## src/rtl/sensor_cond_pkg.sv

```systemverilog
// Shared types and constants for the country-road sensor conditioner.
package sensor_cond_pkg;

  typedef enum logic [2:0] {
    StIdle,
    StQual,
    StActive,
    StHold,
    StFault
  } cond_state_e;

  localparam int unsigned CarCountWidth = 16;

endpackage

```

## src/rtl/sync_2ff.sv

```systemverilog
// Two-flop synchronizer for a single asynchronous input; reset value selectable.
module sync_2ff #(
  parameter logic ResetValue = 1'b0
) (
  input  logic clk_i,
  input  logic rst_ni,
  input  logic d_i,
  output logic q_o
);

  logic meta_q;
  logic sync_q;

  always_ff @(posedge clk_i or negedge rst_ni) begin
    if (!rst_ni) begin
      meta_q <= ResetValue;
      sync_q <= ResetValue;
    end else begin
      meta_q <= d_i;
      sync_q <= meta_q;
    end
  end

  assign q_o = sync_q;

endmodule

```

## src/rtl/sensor_conditioner.sv

```systemverilog
// Synchronizes, debounces and hold-extends the raw car sensor; masks a stuck-high sensor as fault.
// Optional car counter enabled by defining SENSOR_COND_CAR_COUNT_EN.
module sensor_conditioner
  import sensor_cond_pkg::*;
#(
  parameter int unsigned DEBOUNCE_CYCLES = 4,
  parameter int unsigned HOLD_CYCLES     = 8,
  parameter int unsigned STUCK_CYCLES    = 1000
) (
  input  logic clk,
  input  logic rst_n,
  input  logic raw_sensor,
  output logic sensor,
  output logic sensor_rise,
  output logic fault
`ifdef SENSOR_COND_CAR_COUNT_EN
  ,
  input  logic                     count_clr,
  output logic [CarCountWidth-1:0] car_count
`endif
);

  localparam int unsigned QW = $clog2(DEBOUNCE_CYCLES + 1);
  localparam int unsigned HW = $clog2(HOLD_CYCLES + 1);
  localparam int unsigned SW = $clog2(STUCK_CYCLES + 1);

  localparam logic [QW-1:0] QualLast  = QW'(DEBOUNCE_CYCLES);
  localparam logic [QW-1:0] FaultLast = QW'(DEBOUNCE_CYCLES - 1);
  localparam logic [HW-1:0] HoldLast  = HW'(HOLD_CYCLES);
  localparam logic [SW-1:0] StuckLast = SW'(STUCK_CYCLES - 1);

  cond_state_e   state_q;
  logic [QW-1:0] qcnt_q;
  logic [QW-1:0] fcnt_q;
  logic [HW-1:0] hcnt_q;
  logic [SW-1:0] scnt_q;
  logic          raw_sync;

  sync_2ff #(
    .ResetValue(1'b0)
  ) u_sync (
    .clk_i (clk),
    .rst_ni(rst_n),
    .d_i   (raw_sensor),
    .q_o   (raw_sync)
  );

  // Counters only ever advance while below their compare limit, so they saturate by construction.
  always_ff @(posedge clk or negedge rst_n) begin
    if (!rst_n) begin
      state_q     <= StIdle;
      qcnt_q      <= '0;
      fcnt_q      <= '0;
      hcnt_q      <= '0;
      scnt_q      <= '0;
      sensor      <= 1'b0;
      sensor_rise <= 1'b0;
      fault       <= 1'b0;
    end else begin
      sensor_rise <= 1'b0;
      unique case (state_q)
        StIdle: begin
          if (raw_sync) begin
            state_q <= StQual;
            qcnt_q  <= QW'(1);
          end
        end
        StQual: begin
          if (!raw_sync) begin
            state_q <= StIdle;
            qcnt_q  <= '0;
          end else if (qcnt_q == QualLast) begin
            state_q     <= StActive;
            qcnt_q      <= '0;
            scnt_q      <= '0;
            sensor      <= 1'b1;
            sensor_rise <= 1'b1;
          end else begin
            qcnt_q <= qcnt_q + QW'(1);
          end
        end
        StActive, StHold: begin
          // Stuck detection outranks every other transition; HOLD re-entry never clears scnt.
          if (scnt_q == StuckLast) begin
            state_q <= StFault;
            scnt_q  <= '0;
            hcnt_q  <= '0;
            fcnt_q  <= '0;
            sensor  <= 1'b0;
            fault   <= 1'b1;
          end else begin
            scnt_q <= scnt_q + SW'(1);
            if (state_q == StActive) begin
              if (!raw_sync) begin
                state_q <= StHold;
                hcnt_q  <= HW'(1);
              end
            end else if (raw_sync) begin
              state_q <= StActive;
              hcnt_q  <= '0;
            end else if (hcnt_q == HoldLast) begin
              state_q <= StIdle;
              hcnt_q  <= '0;
              scnt_q  <= '0;
              sensor  <= 1'b0;
            end else begin
              hcnt_q <= hcnt_q + HW'(1);
            end
          end
        end
        StFault: begin
          // Release on the DEBOUNCE_CYCLES-th consecutive low sample.
          if (raw_sync) begin
            fcnt_q <= '0;
          end else if (fcnt_q == FaultLast) begin
            state_q <= StIdle;
            fcnt_q  <= '0;
            fault   <= 1'b0;
          end else begin
            fcnt_q <= fcnt_q + QW'(1);
          end
        end
        default: begin
          state_q <= StIdle;
          sensor  <= 1'b0;
          fault   <= 1'b0;
        end
      endcase
    end
  end

`ifdef SENSOR_COND_CAR_COUNT_EN
  always_ff @(posedge clk or negedge rst_n) begin
    if (!rst_n) begin
      car_count <= '0;
    end else if (count_clr) begin
      car_count <= '0;
    end else if (sensor_rise && (car_count != '1)) begin
      car_count <= car_count + CarCountWidth'(1);
    end
  end
`endif

endmodule
```

## config.mk

```make
export PLATFORM = sky130hd
export DESIGN_NAME = sensor_conditioner
export DESIGN_NICKNAME = d
export VERILOG_FILES = /design/src/rtl/sensor_cond_pkg.sv /design/src/rtl/sync_2ff.sv /design/src/rtl/sensor_conditioner.sv
export SDC_FILE = /design/constraint.sdc
export NUM_CORES = 1
export LEC_CHECK = 0
export CAP_MARGIN = 5
export CORE_MARGIN = 5
export CORE_UTILIZATION = 50
export DETAILED_ROUTE_END_ITERATION = 10
export GPL_TIMING_DRIVEN = 0
export PLACE_DENSITY = 0.78
export SYNTH_ARGS = -nofsm -noshare
export SYNTH_HDL_FRONTEND = slang
export SYNTH_SLANG_ARGS = --single-unit
```

## constraint.sdc

```tcl
create_clock -name clk -period 2.25 [get_ports clk]
set_input_delay 0.675 -clock clk [delete_from_list [all_inputs] [get_ports clk]]
set_output_delay 0.675 -clock clk [all_outputs]
set_load 0.01 [all_outputs]
```

==> flow_summary.toml <==
[worst_hold_path]
hp-class = "input pin to async pin"

[yosys]
avgSynthCellArea_um2 = 9.59
synthArstFlopShare_pct = 100
synth_nets = 169
ys_ff_latch = 28
netlist_area_um2 = 1530
synth_area_leader_cell = "dfrtp_1"
ys_top_cells_by_count = "28 x dfrtp_1, 13 x nand2_1, 12 x a31oi_1, 12 x inv_1, 9 x nand3_1"
synth_cells = 160
ys_seq_area_share_pct = 45.7
ys_top_cells_by_area = "dfrtp_1 46%, a31oi_1 4.9%, ha_1 4.9%, nand2_1 3.2%, nand3_1 2.9%"
synth_top_cell_area_share_pct = 45.7
yosysMostFrequentCell = "dfrtp_1"
synth_ff_type = "dfrtp_1"
synth_edf_count = 0
yosysWarnings = 0
yosys.cell_types.count = 44

[global_routing]
antenna_found_initial = 0
overflow = 0
grt_start_max_net_pins = 29
first_global_vias = 1324
track_usage_pct = 17.0
grt_pass1_wl_um = 5750

[timing]
holdWs_ns = 0.335
fmax_ghz = 0.485
setup_viol = 0
slew_headroom_pct = 57.8
fin_crit_sh_pct = 91.7
tns_ns = 0
fin_skew_ns = 0.00730
drv_slew = 0
hold_viol = 0
period_minus_slack_ns = 2.06
tightest_slew_ns = 0.633
rsz0062_at_grt = "false"
timing.final.ws_setup_ns = 0.187

[cells_and_area]
n_antenna_cell = 0
layout-drive-gt1-share_pct = 7.10
seq_area_um2 = 701
finalNonFillerCells = 202
fin_nets = 179
utilization_pct = 56.0
design_area_um2 = 1680
area_growth_pct = 9.62
fillers = 257
multi_input_area_um2 = 749

[placement]
io_buffers = 5
dp_hpwl_um = 2390
place_congestion = 0.882
place_ws_ns = 0.0723
place_area_um2 = 1630
dp.cells = 198

[route]
drcViolationCount = 0
vias = 1318
wl_per_cell_um = 16.5
postRouteAntennaNets = 0
viasPerCell = 6.52
dr.pass1.iters = 4
routed_wl_um = 3330
drtIter0Drc = 98

[clocking]
h-tree-depth = 1
cts_root_buf = "clkbuf_4"
clk_latency_ns = 0.33
clk_pin_slew_ns = 0.16
numCtsBuffers = 3
cts_tree = "done"
hold_buffers = 0
clock_path_buffers = 2
cts_sinks = 28

[power_and_ir_drop]
max-vdd-ir-drop_uv = 457
total_power_mw = 1.54
leakage_nw = 0.741
p_per_area_nw_per_um2 = 918

[floorplanning]
die_y_um = 65.4
die_width_um = 65.4
dieArea_um2 = 4280
start_util_pct = 51.1
core_area_um2 = 3000
io_pins = 6
num_rows = 20

[critical_path]
crit_start = "scnt_q[0]$_DFFE_PN0P_"
crit_fanout = 10
required_ns = 2.48
cpPeakStageDelay_ns = 0.47
cp_top_family = "compound AO/OA/AOI/OAI gates"
r2r-start = "scnt_q[0]$_DFFE_PN0P_"
critPathKind = "flop to flop"
cp-end-kind = "flop"
critPathBufInv = 2
crit_arrival_ns = 2.29
crit_top_cell = "buf_6"
crit_chain = "ha_1 > nand2_1 > o41a_1 > buf_6 > buf_6 > a32oi_1 > o41ai_1"
worst_setup_path_start_kind = "flop"
cpMaxStageDelayCell = "dfrtp_1"

[status]
status = "completed"

[job]
cap_violations = 0
[layout by cell type, fill, tap and decap left out, types with 3 or more instances in the layout]
| cell type | n |
|---|---|
| a21oi_1 | 8 |
| a31oi_1 | 12 |
| a32o_1 | 4 |
| a32oi_1 | 3 |
| and3_1 | 4 |
| buf_2 | 3 |
| clkbuf_1 | 4 |
| clkbuf_4 | 3 |
| clkdlybuf4s50_1 | 4 |
| dfrtp_1 | 28 |
| ha_1 | 6 |
| inv_1 | 12 |
| nand2_1 | 13 |
| nand3_1 | 9 |
| nor2_1 | 6 |
| nor3_1 | 3 |
| o21ai_0 | 7 |
| o22ai_1 | 3 |
| o31ai_1 | 3 |
[area by class of cell]
cell class | count | share of cell area (%)
inverters | 12 | 2.68
clock inverters | 1 | 1.79
plain buffers | 8 | 2.83
clock buffers | 3 | 1.34
multi-input cells | 112 | 44.6
repair buffers | 5 | 2.68
well taps | 33 | 2.46
flip-flops and latches | 28 | 41.7
[flip-flops by register name, summed over array words and instances (netlist names)]
signal,count
sensor_rise,1
qcnt_q,3
fcnt_q,3
u_sync.meta_q,1
hcnt_q,4
sensor,1
state_q,3
fault,1
scnt_q,10
u_sync.q_o,1
[cells by family after synthesis]
family | Yosys count | share of synthesized area (%)
buf+inv | 20 | 6.04
compound gates | 53 | 23.8
mux | 1 | 0.734
simple gates | 51 | 18.3
fa+ha+maj | 6 | 4.89
flops | 28 | 45.7
xor+xnor | 1 | 0.571
[power by group]
| part | leakage (nW) | switching [mW] | total (mW) | internal (mW) |
|---|---|---|---|---|
| Combinational | 0.349 | 0.315 | 0.527 | 0.212 |
| Clock | 0.0279 | 0.154 | 0.334 | 0.180 |
| Sequential | 0.364 | 0.0956 | 0.682 | 0.586 |
[final timing paths]
path,endpoint,slack [ns],cells past startpoint
max,scnt_q[8]$_DFFE_PN0P_,0.19,7
min,qcnt_q[2]$_DFFE_PN0P_,0.34,1
max reg2reg,scnt_q[8]$_DFFE_PN0P_,0.19,7
min reg2reg,u_sync.q_o$_DFF_PN0_,0.37,0
max in group asynchronous,scnt_q[8]$_DFFE_PN0P_,1.51,1
min in group clk,u_sync.q_o$_DFF_PN0_,0.37,0
[metal layers]
| layer | track usage (%) | up-vias | routed length [µm] |
|---|---|---|---|
| met5 | 0 | - | 0 |
| met4 | 6.48 | 0 | 14 |
| met3 | 2.74 | 2 | 133 |
| met2 | 29.5 | 38 | 1700 |
| met1 | 21.0 | 661 | 1480 |
| li1 | - | 617 | - |
[repair_timing]
action                     in CTS  in global routing
setup endpoints to repair       0                  1
resized for setup               0                  1
buffers inserted                0                  0
Note: power is estimated with default switching activity, not from simulation.
